**src/rtl/sprite_pkg.sv**
```systemverilog
// Shared sprite descriptor types and field widths used by the queue, the
// dispatcher and the sprite_render channels.
package sprite_pkg;

  localparam int SPRITE_ID_W    = 8;
  localparam int SPRITE_COORD_W = 16;
  localparam int SPRITE_SCALE_W = 8;

  typedef struct packed {
    logic [SPRITE_ID_W-1:0]    id;
    logic [SPRITE_COORD_W-1:0] x;
    logic [SPRITE_COORD_W-1:0] y;
    logic [SPRITE_SCALE_W-1:0] scale;
  } sprite_desc_t;

  // Index width for n channels; a single channel still needs one bit.
  function automatic int idx_w(input int n);
    return (n <= 1) ? 1 : $clog2(n);
  endfunction

endpackage

```
**src/rtl/rr_idle_picker.sv**
```systemverilog
// Combinational round-robin search: first idle channel at or after rr_ptr_i,
// wrapping modulo N.
module rr_idle_picker #(
  parameter int N     = 4,
  parameter int PTR_W = 2
) (
  input  logic [N-1:0]     idle_i,
  input  logic [PTR_W-1:0] rr_ptr_i,
  output logic             valid_o,
  output logic [PTR_W-1:0] sel_o
);

  // One extra bit so rr_ptr + offset never overflows before the wrap.
  localparam int SW = PTR_W + 1;

  logic [SW-1:0] cand;

  always_comb begin
    valid_o = 1'b0;
    sel_o   = '0;
    cand    = '0;
    for (int i = 0; i < N; i++) begin
      cand = {1'b0, rr_ptr_i} + SW'(i);
      if (cand >= SW'(N)) cand = cand - SW'(N);
      if (!valid_o && idle_i[cand[PTR_W-1:0]]) begin
        valid_o = 1'b1;
        sel_o   = cand[PTR_W-1:0];
      end
    end
  end

endmodule

```
**src/rtl/sprite_dispatcher.sv**
```systemverilog
// Hands sprite descriptors from the draw queue to NUM_RENDERERS render
// channels, round-robin among idle channels, with a frame fence and counter.
module sprite_dispatcher
  import sprite_pkg::*;
#(
  parameter int NUM_RENDERERS = 4,
  parameter int ID_W          = SPRITE_ID_W,
  parameter int COORD_W       = SPRITE_COORD_W,
  parameter int SCALE_W       = SPRITE_SCALE_W,
  parameter int CNT_W         = 16
) (
  input  logic                         clock,
  input  logic                         reset,
  input  logic                         frame_start,
  input  logic                         sprite_queue_is_empty,
  input  logic [ID_W-1:0]              sprite_queue_sprite_id,
  input  logic [COORD_W-1:0]           sprite_queue_sprite_x,
  input  logic [COORD_W-1:0]           sprite_queue_sprite_y,
  input  logic [SCALE_W-1:0]           sprite_queue_sprite_scale,
  output logic                         sprite_queue_dequeue,
  output logic [NUM_RENDERERS-1:0]     rend_en,
  output logic [NUM_RENDERERS*ID_W-1:0]    rend_id,
  output logic [NUM_RENDERERS*COORD_W-1:0] rend_x,
  output logic [NUM_RENDERERS*COORD_W-1:0] rend_y,
  output logic [NUM_RENDERERS*SCALE_W-1:0] rend_scale,
  input  logic [NUM_RENDERERS-1:0]     rend_finished,
  output logic                         all_idle,
  output logic [CNT_W-1:0]             dispatched_count
);

  localparam int PTR_W = idx_w(NUM_RENDERERS);

  function automatic logic [CNT_W-1:0] sat_inc(input logic [CNT_W-1:0] v);
    return (&v) ? v : v + 1'b1;
  endfunction

  logic [NUM_RENDERERS-1:0] busy_q, busy_d;
  logic [PTR_W-1:0]         rr_q, rr_d;
  logic                     deq_q, deq_d;
  logic [CNT_W-1:0]         cnt_q, cnt_d;
  logic                     all_idle_q, all_idle_d;

  logic [ID_W-1:0]    id_q    [NUM_RENDERERS];
  logic [COORD_W-1:0] x_q     [NUM_RENDERERS];
  logic [COORD_W-1:0] y_q     [NUM_RENDERERS];
  logic [SCALE_W-1:0] scale_q [NUM_RENDERERS];

  logic [NUM_RENDERERS-1:0] idle_mask;
  logic                     pick_vld;
  logic [PTR_W-1:0]         pick_sel;
  logic [PTR_W-1:0]         rr_next;
  logic                     dispatch;

  // Channels freed this edge are still busy in busy_q, so they only become
  // eligible one edge later.
  assign idle_mask = ~busy_q;

  rr_idle_picker #(
    .N     (NUM_RENDERERS),
    .PTR_W (PTR_W)
  ) u_picker (
    .idle_i   (idle_mask),
    .rr_ptr_i (rr_q),
    .valid_o  (pick_vld),
    .sel_o    (pick_sel)
  );

  // The pending dequeue blocks dispatch so the queue head can advance first.
  assign dispatch = !sprite_queue_is_empty && !deq_q && !frame_start && pick_vld;
  assign rr_next  = (pick_sel == PTR_W'(NUM_RENDERERS - 1)) ? '0 : pick_sel + 1'b1;

  always_comb begin
    busy_d     = busy_q;
    rr_d       = rr_q;
    cnt_d      = cnt_q;
    deq_d      = dispatch;
    all_idle_d = sprite_queue_is_empty && (busy_q == '0) && !deq_q;
    if (frame_start) begin
      busy_d = '0;
      rr_d   = '0;
      cnt_d  = '0;
    end else begin
      busy_d = busy_q & ~rend_finished;
      if (dispatch) begin
        busy_d[pick_sel] = 1'b1;
        rr_d             = rr_next;
        cnt_d            = sat_inc(cnt_q);
      end
    end
  end

  always_ff @(posedge clock or negedge reset) begin
    if (!reset) begin
      busy_q     <= '0;
      rr_q       <= '0;
      deq_q      <= 1'b0;
      cnt_q      <= '0;
      all_idle_q <= 1'b0;
    end else begin
      busy_q     <= busy_d;
      rr_q       <= rr_d;
      deq_q      <= deq_d;
      cnt_q      <= cnt_d;
      all_idle_q <= all_idle_d;
    end
  end

  // Descriptor fields persist after completion; rend_en alone marks validity.
  always_ff @(posedge clock or negedge reset) begin
    if (!reset) begin
      for (int k = 0; k < NUM_RENDERERS; k++) begin
        id_q[k]    <= '0;
        x_q[k]     <= '0;
        y_q[k]     <= '0;
        scale_q[k] <= '0;
      end
    end else if (dispatch) begin
      id_q[pick_sel]    <= sprite_queue_sprite_id;
      x_q[pick_sel]     <= sprite_queue_sprite_x;
      y_q[pick_sel]     <= sprite_queue_sprite_y;
      scale_q[pick_sel] <= sprite_queue_sprite_scale;
    end
  end

  always_comb begin
    rend_id    = '0;
    rend_x     = '0;
    rend_y     = '0;
    rend_scale = '0;
    for (int k = 0; k < NUM_RENDERERS; k++) begin
      rend_id[k*ID_W +: ID_W]          = id_q[k];
      rend_x[k*COORD_W +: COORD_W]     = x_q[k];
      rend_y[k*COORD_W +: COORD_W]     = y_q[k];
      rend_scale[k*SCALE_W +: SCALE_W] = scale_q[k];
    end
  end

  assign rend_en              = busy_q;
  assign sprite_queue_dequeue = deq_q;
  assign dispatched_count     = cnt_q;
  assign all_idle             = all_idle_q;

endmodule
```
**config.mk**
```make
export PLATFORM = sky130hd
export DESIGN_NAME = sprite_dispatcher
export DESIGN_NICKNAME = d
export VERILOG_FILES = /design/src/rtl/sprite_pkg.sv /design/src/rtl/rr_idle_picker.sv /design/src/rtl/sprite_dispatcher.sv
export SDC_FILE = /design/constraint.sdc
export NUM_CORES = 1
export LEC_CHECK = 0
export CORE_AREA = 2 2 118 120
export CTS_CLUSTER_SIZE = 28
export DETAILED_ROUTE_END_ITERATION = 10
export DIE_AREA = 0 0 120 122
export DONT_BUFFER_PORTS = 1
export GPL_TIMING_DRIVEN = 0
export PLACE_DENSITY = 0.84
export SLEW_MARGIN = 10
export SYNTH_ARGS = -nofsm -noshare
export SYNTH_HDL_FRONTEND = slang
export SYNTH_SLANG_ARGS = --single-unit
```
**constraint.sdc**
```tcl
create_clock -name clock -period 4.8 [get_ports clock]
set_input_delay 0.72 -clock clock [delete_from_list [all_inputs] [get_ports clock]]
set_output_delay 0.72 -clock clock [all_outputs]
set_load 0.05 [all_outputs]
```
==> impl_results.md, run 1 <==
- Crit Path Max Fanout: 10
- Postcts setup bufs: 0
- Clk slew on worst S/H paths: ~60 ps
- Endpoints failing setup: 0
- Final hold vios: 206
- Largest net degree at the start of global routing: 217
- Most Frequent Cell on Critical Path: nor2_1
- Syn-to-layout area delta: 10.5%
- Top Layer Used: met4
- Pwr per Cell Area: around 800 mW/mm^2
- Slowest CP cell: dfrtp_1
- CP Cell Sequence: nor2_1 -> a21oi_1 -> nor2_1 -> a221oi_1 -> inv_1 -> ha_1 -> nand2_1 -> buf_2 -> buf_4 -> mux2_2
- Crit path buf inv count: 3
- Final TNS setup: 0 ps
- Worst slew pin tran: 706 ps
- Final period util: about two thirds
- Outcome: complete, but fails checks
- Final Core Density: between 60 and 70%
- Worst Hold Class: primary input to async pin
- First-pass GRT wire length: 28700 um
- Initial antenna violation count: 0
- CTS Sinks: 216
- Failing checks: hold timing
- Total Power: 7.47 mW
- CP Class: flip-flop to flip-flop
- Cell family with most CP delay: flip-flops
- Share of layout cells above drive strength 1: 43.6%
- Final std cells w/o fill: 763
- Row count: 43
- All-Layer GR Usage: around 25%
- Leak: 4.35 nW
- Post-layout nets: 630
- H-tree levels: 1
- DRT Pass-1 Iters: 4
- Vias: 4666
- RSZ-0062 raised after global routing: false
- Routability-driven placement congestion ratio: about 0.85
- Total Routed Length: 18700 um
- CP Data Required Time: ~5200 ps
- Final antenna-violating net count: 0
- Wire per inst: 24.5 um
- Number of distinct library cells after synthesis: 44
- Initial Util: 63.0%
- Syn avg cell area: 15.6 um^2
- Fillers: 881
- Critical path's largest stage delay: 800 ps
- TritonCTS clock tree: built
- Met2 wire length: between 9000 and 10000 um
- Vias per cell: ~6.1
- Worst Skew: between 15 and 20 ps
- Slew margin rel.: between 50% and 60%
- Max Clk Rate: 0.307 GHz
- Port Buf Inserts: 0
- DR WL met3: 2090 um
- Worst setup EP type: flip-flop
- Die outline width: approximately 120 um
- MaxCap Viol Count: 0
- Vias in the first global route: 5097
- Hold WS: -73.7 ps
- Max Slew Vio Count: 0
- IO Count: 270
- Area of the core: ~0.014 mm^2
- Number of diodes: 0
- Clock buffer count from CTS: 21
- Post-Syn Area: 0.00851 mm^2
- CTS Buffer Depth: 3
- Worst Setup Start Kind: flip-flop
- Synth Net Count: 607
- CTS root buf: clkbuf_16
- Yosys warns: 0
- DRC errors left: 0
- Post-Syn Instances: about 550
- Synthesized flop and latch total: about 220
- Die height: 122 um
- Dpl cells: 726
- Sequential-to-total area share from yosys stat: 63.5%
- Clock Latency Late Sink: slightly below 500 ps
- 1st-iter DRT viols: 359
- Die ar.: approximately 0.015 mm^2
- CTS resizes: 0
- Max IR drop VDD: ~0.00048 V
- DP Wirelength: 12900 um
- WP data arrival: 3620 ps
- Total gr overflow: 0
- M1 WL: 6660 um
- Final min period: about 3300 ps
==> metal layers <==
layer / vias to the layer above / GRT usage [%]
met5: - / 0
met4: 0 / 6.91
met3: 43 / 9.97
met2: 255 / 42.8
met1: 2392 / 30.0
li1: 1976 / -
==> cell usage after synthesis <==
master,count,area share (%)
dfrtp_1,216,64
mux2_2,174,23
mux2_4,18,3.2
buf_2,15,0.88
nor2_1,14,0.62
a21oi_1,10,0.59
nand2_1,8,0.35
xnor2_1,7,0.72
inv_1,6,0.26
nand2b_1,6,0.44
nand3_1,6,0.35
a211oi_1,5,0.44
buf_6,5,0.66
ha_1,5,0.74
and3_1,4,0.29
clkbuf_1,3,0.13
nand2_2,3,0.22
nand4_1,3,0.22
o21ai_0,3,0.18
a21o_1,2,0.18
a221oi_1,2,0.21
a311oi_1,2,0.21
and2_1,2,0.15
buf_4,2,0.18
nand4b_1,2,0.21
nor2b_1,2,0.15
nor3_1,2,0.12
nor4_1,2,0.15
xor2_1,2,0.21
a21boi_0,1,0.088
a31oi_1,1,0.074
a32o_1,1,0.12
and4_1,1,0.10
inv_2,1,0.044
nand3b_1,1,0.088
nand4_2,1,0.15
nor3_4,1,0.19
o21a_1,1,0.088
o22ai_1,1,0.074
o31ai_1,1,0.088
or2_2,1,0.074
or3_1,1,0.074
or4_1,1,0.088
or4b_2,1,0.12
==> flip-flops by register name, indices dropped and copies added (netlist names) <==
name and cells:
rend_x 64, rr_q 2, rend_y 64, rend_scale 32, rend_en 4, rend_id 32, sprite_queue_dequeue 1, all_idle 1
dispatched_count 16
==> through the flow <==
step / hold WS [ps] / instance area (um^2) / worst slack, ps
floorplan: 424 / 8510 / 2200
global placement: 428 / 8740 / 1730
detailed placement: 429 / 8740 / 1600
CTS: -84.4 / 9410 / 1550
global route: -91.0 / 9410 / 1320
finish: -73.7 / 9410 / 1540
==> worst reg2reg max path: cells and delay by family (launching register included) <==
family	cells	cell delay (ps)
buf+inv	3	780
mux	1	360
compound gates	2	630
simple gates	3	340
flops	1	800
fa+ha+maj	1	230
==> power by group <==
part | switching [mW] | internal [mW] | total (mW)
registers | 2.75 | 2.40 | 5.15
logic | 0.217 | 0.511 | 0.728
clock network | 0.662 | 0.937 | 1.60
==> worst paths after layout <==
check	startpoint	end	slack [ps]	cells past startpoint
worst max-delay path	rend_en[0]$_DFF_PN0_	rend_y[6]$_DFFE_PN0P_	1540	10
worst min-delay path	reset	dispatched_count[7]$_DFFE_PN0P_	-70	0
worst max register to register	rend_en[0]$_DFF_PN0_	rend_y[6]$_DFFE_PN0P_	1540	10
min in group clock	sprite_queue_sprite_y[12]	rend_y[28]$_DFFE_PN0P_	370	1
worst min register to register	rr_q[0]$_DFFE_PN0P_	rr_q[0]$_DFFE_PN0P_	580	2
max in group asynchronous	reset	rend_scale[7]$_DFFE_PN0P_	4550	0
==> layout make-up <==
cell class | count | area [um^2] | area share, %
plain buffers | 25 | 158 | 1.68
clock buffers | 31 | 613 | 6.52
flip-flops and latches | 216 | 5410 | 57.5
clock inverters | 6 | 57.6 | 0.612
multi-input cells | 298 | 2920 | 31.1
well taps | 180 | 225 | 2.39
inverters | 7 | 26.3 | 0.279
==> cells by family (layout without fill, tap and decap cells) <==
logic type | count (synthesis) | after routing | synth area share [%]
flops | 216 | 216 | 63.5
mux | 192 | 192 | 26.2
simple gates | 62 | 62 | 4.15
buf+inv | 32 | 69 | 2.16
compound gates | 30 | 30 | 2.32
xor+xnor | 9 | 9 | 0.926
fa+ha+maj | 5 | 5 | 0.735
==> cell usage in the layout, fill, tap and decap left out, types with 5 or more instances in the layout <==
master	count
clkbuf_16	21
nand2b_1	6
a211oi_1	5
mux2_2	174
clkbuf_8	5
xnor2_1	7
nor2_1	14
nand3_1	6
clkbuf_1	8
mux2_4	18
ha_1	5
buf_2	15
dfrtp_1	216
a21oi_1	10
buf_6	5
nand2_1	8
inv_1	6
No activity file was read; power rests on OpenSTA's default activity.
==> inputs of run 2 (changes only) <==
- CORE_AREA: 2 2 118 120 -> 2 2 126 128
- DIE_AREA: 0 0 120 122 -> 0 0 128 130
- PLACE_DENSITY: 0.84 -> 0.78
- clock period: 4.8 -> 2.9 ns (I/O delays scaled with it)
==> run 2 against run 1 <==
Effect of this change: the flow still finishes with violations (hold timing); global-route usage is 3.6 points lower; clock power is 82% higher; routed wire length is 0.51% lower; non-clock buffer count stayed put; utilization is 7.9 points lower; first-iteration DRC count is 33% lower; clock skew is 4.2 ps lower; hold slack worse by 280 ps; critical path type unchanged; largest power group unchanged; highest routed layer unchanged.
==> impl_results.md, run 2 (synthesized netlist as in run 1, its figures left out) <==
- CTS Buffer Depth: 3
- Syn-to-layout area delta: 11.9%
- Hold WS: -357 ps
- Initial Util: 55.2%
- Initial antenna violation count: 0
- Die height: 130 um
- Area of the core: 0.0154 mm^2
- Clk slew on worst S/H paths: about 60 ps
- DRC errors left: 0
- Routability-driven placement congestion ratio: 0.837
- FF-to-FF End: rend_y[11]$_DFFE_PN0P_
- Design area: 0.00953 mm^2
- Final min period: about 2700 ps
- Critical path's largest stage delay: approximately 560 ps
- DRT Pass-1 Iters: 4
- RSZ-0062 raised after global routing: false
- GRT busiest layer: met2
- Worst Hold Class: primary input to async pin
- Total gr overflow: 0
- IO Count: 270
- Endpoints failing setup: 0
- Max Slew Vio Count: 0
- First-pass GRT wire length: 28000 um
- Clock Latency Late Sink: 500 ps
- Port Buf Inserts: 0
- Clock buffer count from CTS: 22
- DP Wirelength: 12900 um
- Vias in the first global route: 5100
- CTS root buf: clkbuf_16
- Row count: 46
- Commonest non-fill, non-tap cell in the layout: dfrtp_1
- GRT met1 Usage: 24.1%
- Worst setup EP type: flip-flop
- CP Class: flip-flop to flip-flop
- Placed cell area: slightly below 0.009 mm^2
- Vias: 4686
- Postcts setup bufs: 0
- Fillers: 1134
- Multi-input gate area: 0.00293 mm^2
- Pwr per Cell Area: 1330 mW/mm^2
- Met2 Track Usage GR: 38.4%
- CTS Sinks: 216
- Wire per inst: 23.9 um
- Final WS setup: ~240 ps
- CP Data Required Time: 3270 ps
- 1st-iter DRT viols: between 200 and 250
- Number of diodes: 0
- Outcome: complete, but fails checks
- Failing checks: hold timing
- Slew margin rel.: 57.3%
- Worst r2r src: rend_en[0]$_DFF_PN0_
- Most frequent cells in the layout: dfrtp_1 (212), mux2_2 (174), clkbuf_16 (23)
- Crit Path Max Fanout: 10
- Share of layout cells above drive strength 1: about 44%
- Cell family with most CP delay: buffers and inverters
- H-tree levels: 1
- Final period util: 91.6%
- Vias per cell: a little over 6
- Post-layout nets: about 630
- Worst r2r path cells: 10
- Worst slew pin tran: between 600 and 700 ps
- Max Clk Rate: about 0.38 GHz
- Total Routed Length: 18600 um
- Max IR drop VDD: 0.000756 V
- Final hold vios: around 220
- WP data arrival: 3030 ps
- Worst Setup Start Kind: flip-flop
- TritonCTS clock tree: built
- Die outline width: around 130 um
- Worst Skew: 13.8 ps
- Die ar.: between 0.015 and 0.02 mm^2
- Reg2reg setup slack: 240 ps
- Largest net degree at the start of global routing: 217
- Met3 Use GR: 8.08%
- All-Layer GR Usage: a little over a fifth
- Crit path buf inv count: 3
- Slowest CP cell: dfrtp_4
- Pre-CTS setup slack: -359 ps
- CP Cell Sequence: nor2_1 -> a21oi_1 -> nor2_1 -> a221oi_2 -> inv_1 -> ha_1 -> nand2_1 -> buf_4 -> buf_4 -> mux2_2
- Storage element area: 0.00542 mm^2
- Final antenna-violating net count: 0
- MaxCap Viol Count: 0
- Leak: 4.38 nW
## run 2: cell types whose count changed in the layout (fill, tap and decap cells not counted), moves of 2 or more
| cell | delta |
|---|---|
| dfrtp_4 | +2 |
| dfrtp_2 | +2 |
| clkinv_2 | -3 |
| clkbuf_1 | +3 |
| bufinv_16 | +2 |
| dfrtp_1 | -4 |
| clkbuf_16 | +2 |
## run 2: how the worst max path moves through the flow
| stage | cells past startpoint | from | to | slack, ps |
|---|---|---|---|---|
| final | 10 | rend_en[0]$_DFF_PN0_ | rend_y[11]$_DFFE_PN0P_ | 240 |
| after detailed placement | 10 | rend_en[0]$_DFF_PN0_ | rend_y[9]$_DFFE_PN0P_ | -360 |
| after CTS | 9 | rend_en[3]$_DFF_PN0_ | rend_y[11]$_DFFE_PN0P_ | 8 |
| after global placement | 10 | rend_en[0]$_DFF_PN0_ | rend_y[8]$_DFFE_PN0P_ | -270 |
| after global routing | 10 | rend_en[0]$_DFF_PN0_ | rend_y[11]$_DFFE_PN0P_ | 20 |
| after floorplan | 10 | rend_en[0]$_DFF_PN0_ | rend_y[10]$_DFFE_PN0P_ | 300 |
## run 2: what timing repair did
action | CTS | global route
setup endpoints to repair | 88 | 9
gates resized for setup | 4 | 5
endpoints found under the hold margin | 216 | 216
pin swaps | 0 | 0
## run 2: worst register-to-register path: stages, from the launching register on
cell	delay [ps]
dfrtp_4	560
nor2_1	100
a21oi_1	150
nor2_1	70
a221oi_2	310
inv_1	120
ha_1	210
nand2_1	160
buf_4	270
buf_4	250
mux2_2	350
## run 2: stage by stage
step | util (%) | TNS, ps | hold WS (ps) | cells | power [mW]
4_1_cts | 61.7 | 0 | -374 | 777 | 12.7
3_5_place_dp | 56.7 | -6430 | 144 | 738 | 9.79
6_report | 61.8 | 0 | -357 | 777 | 12.6
2_1_floorplan | - | 0 | 139 | 546 | 9.30
5_1_grt | 61.8 | 0 | -381 | 777 | 13.0
3_3_place_gp | 56.7 | -2480 | 145 | 738 | 9.65
## run 2: final cells by class
type / count / area share [%]
clock buffers: 35 / 6.94
plain buffers: 25 / 1.68
clock inverters: 4 / 0.998
multi-input cells: 298 / 30.7
inverters: 7 / 0.276
flip-flops and latches: 216 / 56.9
well taps: 192 / 2.52
## run 2: power breakdown
part | switching, mW | leakage (nW) | total [mW] | internal (mW)
Sequential | 4.54 | 2.70 | 8.51 | 3.97
Clock | 1.09 | 0.368 | 2.92 | 1.82
Combinational | 0.356 | 1.31 | 1.20 | 0.847
Total | 5.99 | 4.38 | 12.6 | 6.64
## run 2: per-layer routing
layer,up-vias,part of all wire [%]
met3,32,11
met1,2455,36
li1,1983,-
met4,0,1.9
met5,-,0
met2,216,51
==> inputs of run 3 (changes only) <==
- ABC_AREA: not set -> 1
- CORE_AREA: 2 2 126 128 -> 2 2 134 136
- DIE_AREA: 0 0 128 130 -> 0 0 136 138
- PLACE_DENSITY: 0.78 -> 0.76
==> run 3 against run 2 <==
Effect of this change: first-iteration DRC count up 61%; combinational power up 100%; critical endpoint is now rend_y[6]$_DFFE_PN0P_; the flow still finishes with violations (hold timing); fmax down 3.0%.
==> impl_results.md, run 3 <==
- Slew margin rel.: ~58%
- Worst slew pin tran: between 600 and 700 ps
- CP Class: flip-flop to flip-flop
- Routability-driven placement congestion ratio: 0.897
- WP data arrival: 3110 ps
- Die ar.: 0.0188 mm^2
- WP depth: 15
- Critical path's largest stage delay: around 550 ps
- Syn-to-layout area delta: 10.9%
- Die outline width: 136 um
- TritonCTS clock tree: built
- Endpoints failing setup: 0
- Syn avg cell area: approximately 8.6 um^2
- Leak: 5.30 nW
- Worst Setup Start Kind: flip-flop
- Vias: roughly 7500
- Top Layer Used: met4
- IO Count: 270
- Commonest non-fill, non-tap cell in the layout: nand2_1
- Max IR drop VDD: 0.000729 V
- Wire per inst: approximately 19 um
- Post-layout nets: between 1000 and 1500
- Final std cells w/o fill: 1359
- EDFF count, synth: 0
- Max Slew Vio Count: 0
- Fillers: 1491
- Max Clk Rate: 0.365 GHz
- Hold WS: -370 ps
- Number of diodes: 0
- CTS Sinks: 216
- Failing checks: hold timing
- Cell family with most CP delay: buffers and inverters
- Initial antenna violation count: 0
- Post-synth top area share: 57.5%
- Biggest area consumer among synthesized cells: dfrtp_1
- Total gr overflow: 0
- Worst Skew: ~15 ps
- Clk slew on worst S/H paths: 60 ps
- CP Cell Sequence: inv_1 -> nand2_1 -> nand3_1 -> nand2_2 -> nand3_1 -> nor2_2 -> o21ai_1 -> ha_1 -> inv_1 -> buf_2 -> nor2_8 -> buf_6 -> buf_6 -> nand2_1 -> nand2_1
- CTS Buffer Depth: 3
- Synth Net Count: 1152
- Vias in the first global route: 7527
- Share of layout cells above drive strength 1: 9.82%
- Final antenna-violating net count: 0
- M1 WL: 10400 um
- MaxCap Viol Count: 0
- Outcome: complete, but fails checks
- 1st-iter DRT viols: 385
- First-pass GRT wire length: around 41000 um
- Sequential-to-total area share from yosys stat: about 57%
- Total Routed Length: about 26000 um
- Pwr per Cell Area: 1410 mW/mm^2
- Final Core Density: 59.5%
- CTS root buf: clkbuf_16
- DRC errors left: 0
- Number of distinct library cells after synthesis: 28
- All-Layer GR Usage: 27.7%
- Yosys warns: 0
- Post-Syn Area: between 0.009 and 0.01 mm^2
- Clock Latency Late Sink: roughly 500 ps
- Top cells by count, synth: nand2_1 (467), dfrtp_1 (216), o21ai_1 (150)
- Final period util: between 90% and 100%
- Dpl cells: 1320
- DR WL met3: 2680 um
- Die height: between 100 and 150 um
- DP Wirelength: 18100 um
- CP Data Required Time: 3280 ps
- Final hold vios: 216
- Most frequent cells in the layout: nand2_1 (467), dfrtp_1 (212), o21ai_1 (151)
- Largest cells by area after synthesis: dfrtp_1 (57%), nand2_1 (19%), o21ai_1 (8.0%)
- DRT Pass-1 Iters: 5
- Met2 wire length: 12100 um
- Synth Flop Type: dfrtp_1
- Final TNS setup: 0 ps
- Port Buf Inserts: 0
- Final min period: between 2000 and 3000 ps
- Post-Syn Instances: 1091
- Crit path buf inv count: 5
- Worst setup EP type: flip-flop
- Vias per cell: 5.51
- Worst r2r path cells: 15
- Most Frequent Cell on Critical Path: nand2_1
- H-tree levels: 1
- Largest net degree at the start of global routing: 217
- Most common cell in the netlist: nand2_1
- Row count: 49
- Clock buffer count from CTS: 23
- Initial Util: 53.6%
- Worst Hold Class: primary input to async pin
- Crit Path Max Fanout: 10
- Slowest CP cell: dfrtp_2
- Asr flop ratio synth: 100%
- Area of the core: about 0.018 mm^2
- Synthesized flop and latch total: 216
## run 3: cell types whose count changed after synthesis, sizes merged, moves of 6 or more
cell / previous run / this run
o21ai: 3 / 195
xnor2: 7 / 1
nand2b: 6 / 0
nand3: 6 / 32
nor2: 14 / 47
nand2: 11 / 475
mux2: 192 / 0
buf: 22 / 46
inv: 7 / 28
clkbuf: 3 / 22
a21oi: 10 / 0
## run 3: path summary, 6_finish.rpt
kind                       slack, ps                 endpoint                 startpoint
min reg2reg                      640      rr_q[0]$_DFFE_PN0P_        rr_q[0]$_DFFE_PN0P_
max in group asynchronous       2990     rend_en[0]$_DFF_PN0_                      reset
min                             -370  rend_id[17]$_DFFE_PN0P_                      reset
min in group clock                40  rend_id[31]$_DFFE_PN0P_  sprite_queue_sprite_id[7]
max                              160    rend_y[6]$_DFFE_PN0P_       rend_en[3]$_DFF_PN0_
max reg2reg                      160    rend_y[6]$_DFFE_PN0P_       rend_en[3]$_DFF_PN0_
## run 3: timing repair
item / 4_1_cts / 5_1_grt
buffers inserted: 0 / 0
gates cloned: 0 / 0
pin swaps: 0 / 0
hold endpoints to repair: 216 / 216
endpoints found under the setup margin: 196 / 140
resized for setup: 17 / 15
## run 3: stage by stage
stage	cell area (um^2)	hold WS (ps)	worst slack [ps]	power, mW
2_1_floorplan	9400	139	189	11.0
3_3_place_gp	9690	143	-500	11.8
3_5_place_dp	9690	143	-564	12.0
4_1_cts	10400	-388	22.7	14.7
5_1_grt	10400	-397	-17.0	15.4
6_report	10400	-370	163	14.7
## run 3: final cells by class
| class | instances | area, um^2 | area share [%] |
|---|---|---|---|
| well taps | 229 | 287 | 2.75 |
| flip-flops and latches | 216 | 5410 | 51.9 |
| clock inverters | 8 | 46.3 | 0.444 |
| multi-input cells | 779 | 3420 | 32.8 |
| plain buffers | 68 | 513 | 4.92 |
| inverters | 28 | 108 | 1.03 |
| clock buffers | 31 | 646 | 6.19 |
## run 3: logic make-up after synthesis
kind of cell	Yosys count	share of synthesized area, %
AO/OA/AOI/OAI	196	10.4
XOR/XNOR	8	0.745
adder cells (fa/ha/maj)	5	0.665
buffers and inverters	96	6.27
flip-flops	216	57.5
AND/OR/NAND/NOR	570	24.4
## run 3: power by group
| group | leakage (nW) | switching [mW] | total, mW | internal (mW) |
|---|---|---|---|---|
| combinational | 2.18 | 1.65 | 2.45 | 0.803 |
| clock | 0.345 | 1.16 | 2.71 | 1.55 |
| sequential | 2.77 | 5.37 | 9.53 | 4.16 |
## run 3: worst reg2reg max path, cell delays in order (launching register included)
cell	delay, ps
dfrtp_2	550
inv_1	100
nand2_1	120
nand3_1	100
nand2_2	140
nand3_1	120
nor2_2	150
o21ai_1	130
ha_1	190
inv_1	160
buf_2	350
nor2_8	90
buf_6	160
buf_6	150
nand2_1	60
nand2_1	50
## run 3: per-layer routing
| metal | vias up | global-route usage, % |
|---|---|---|
| li1 | 3542 | - |
| met1 | 3569 | 35.6 |
| met2 | 313 | 44.3 |
| met3 | 60 | 8.87 |
| met4 | 0 | 9.87 |
| met5 | - | 0 |
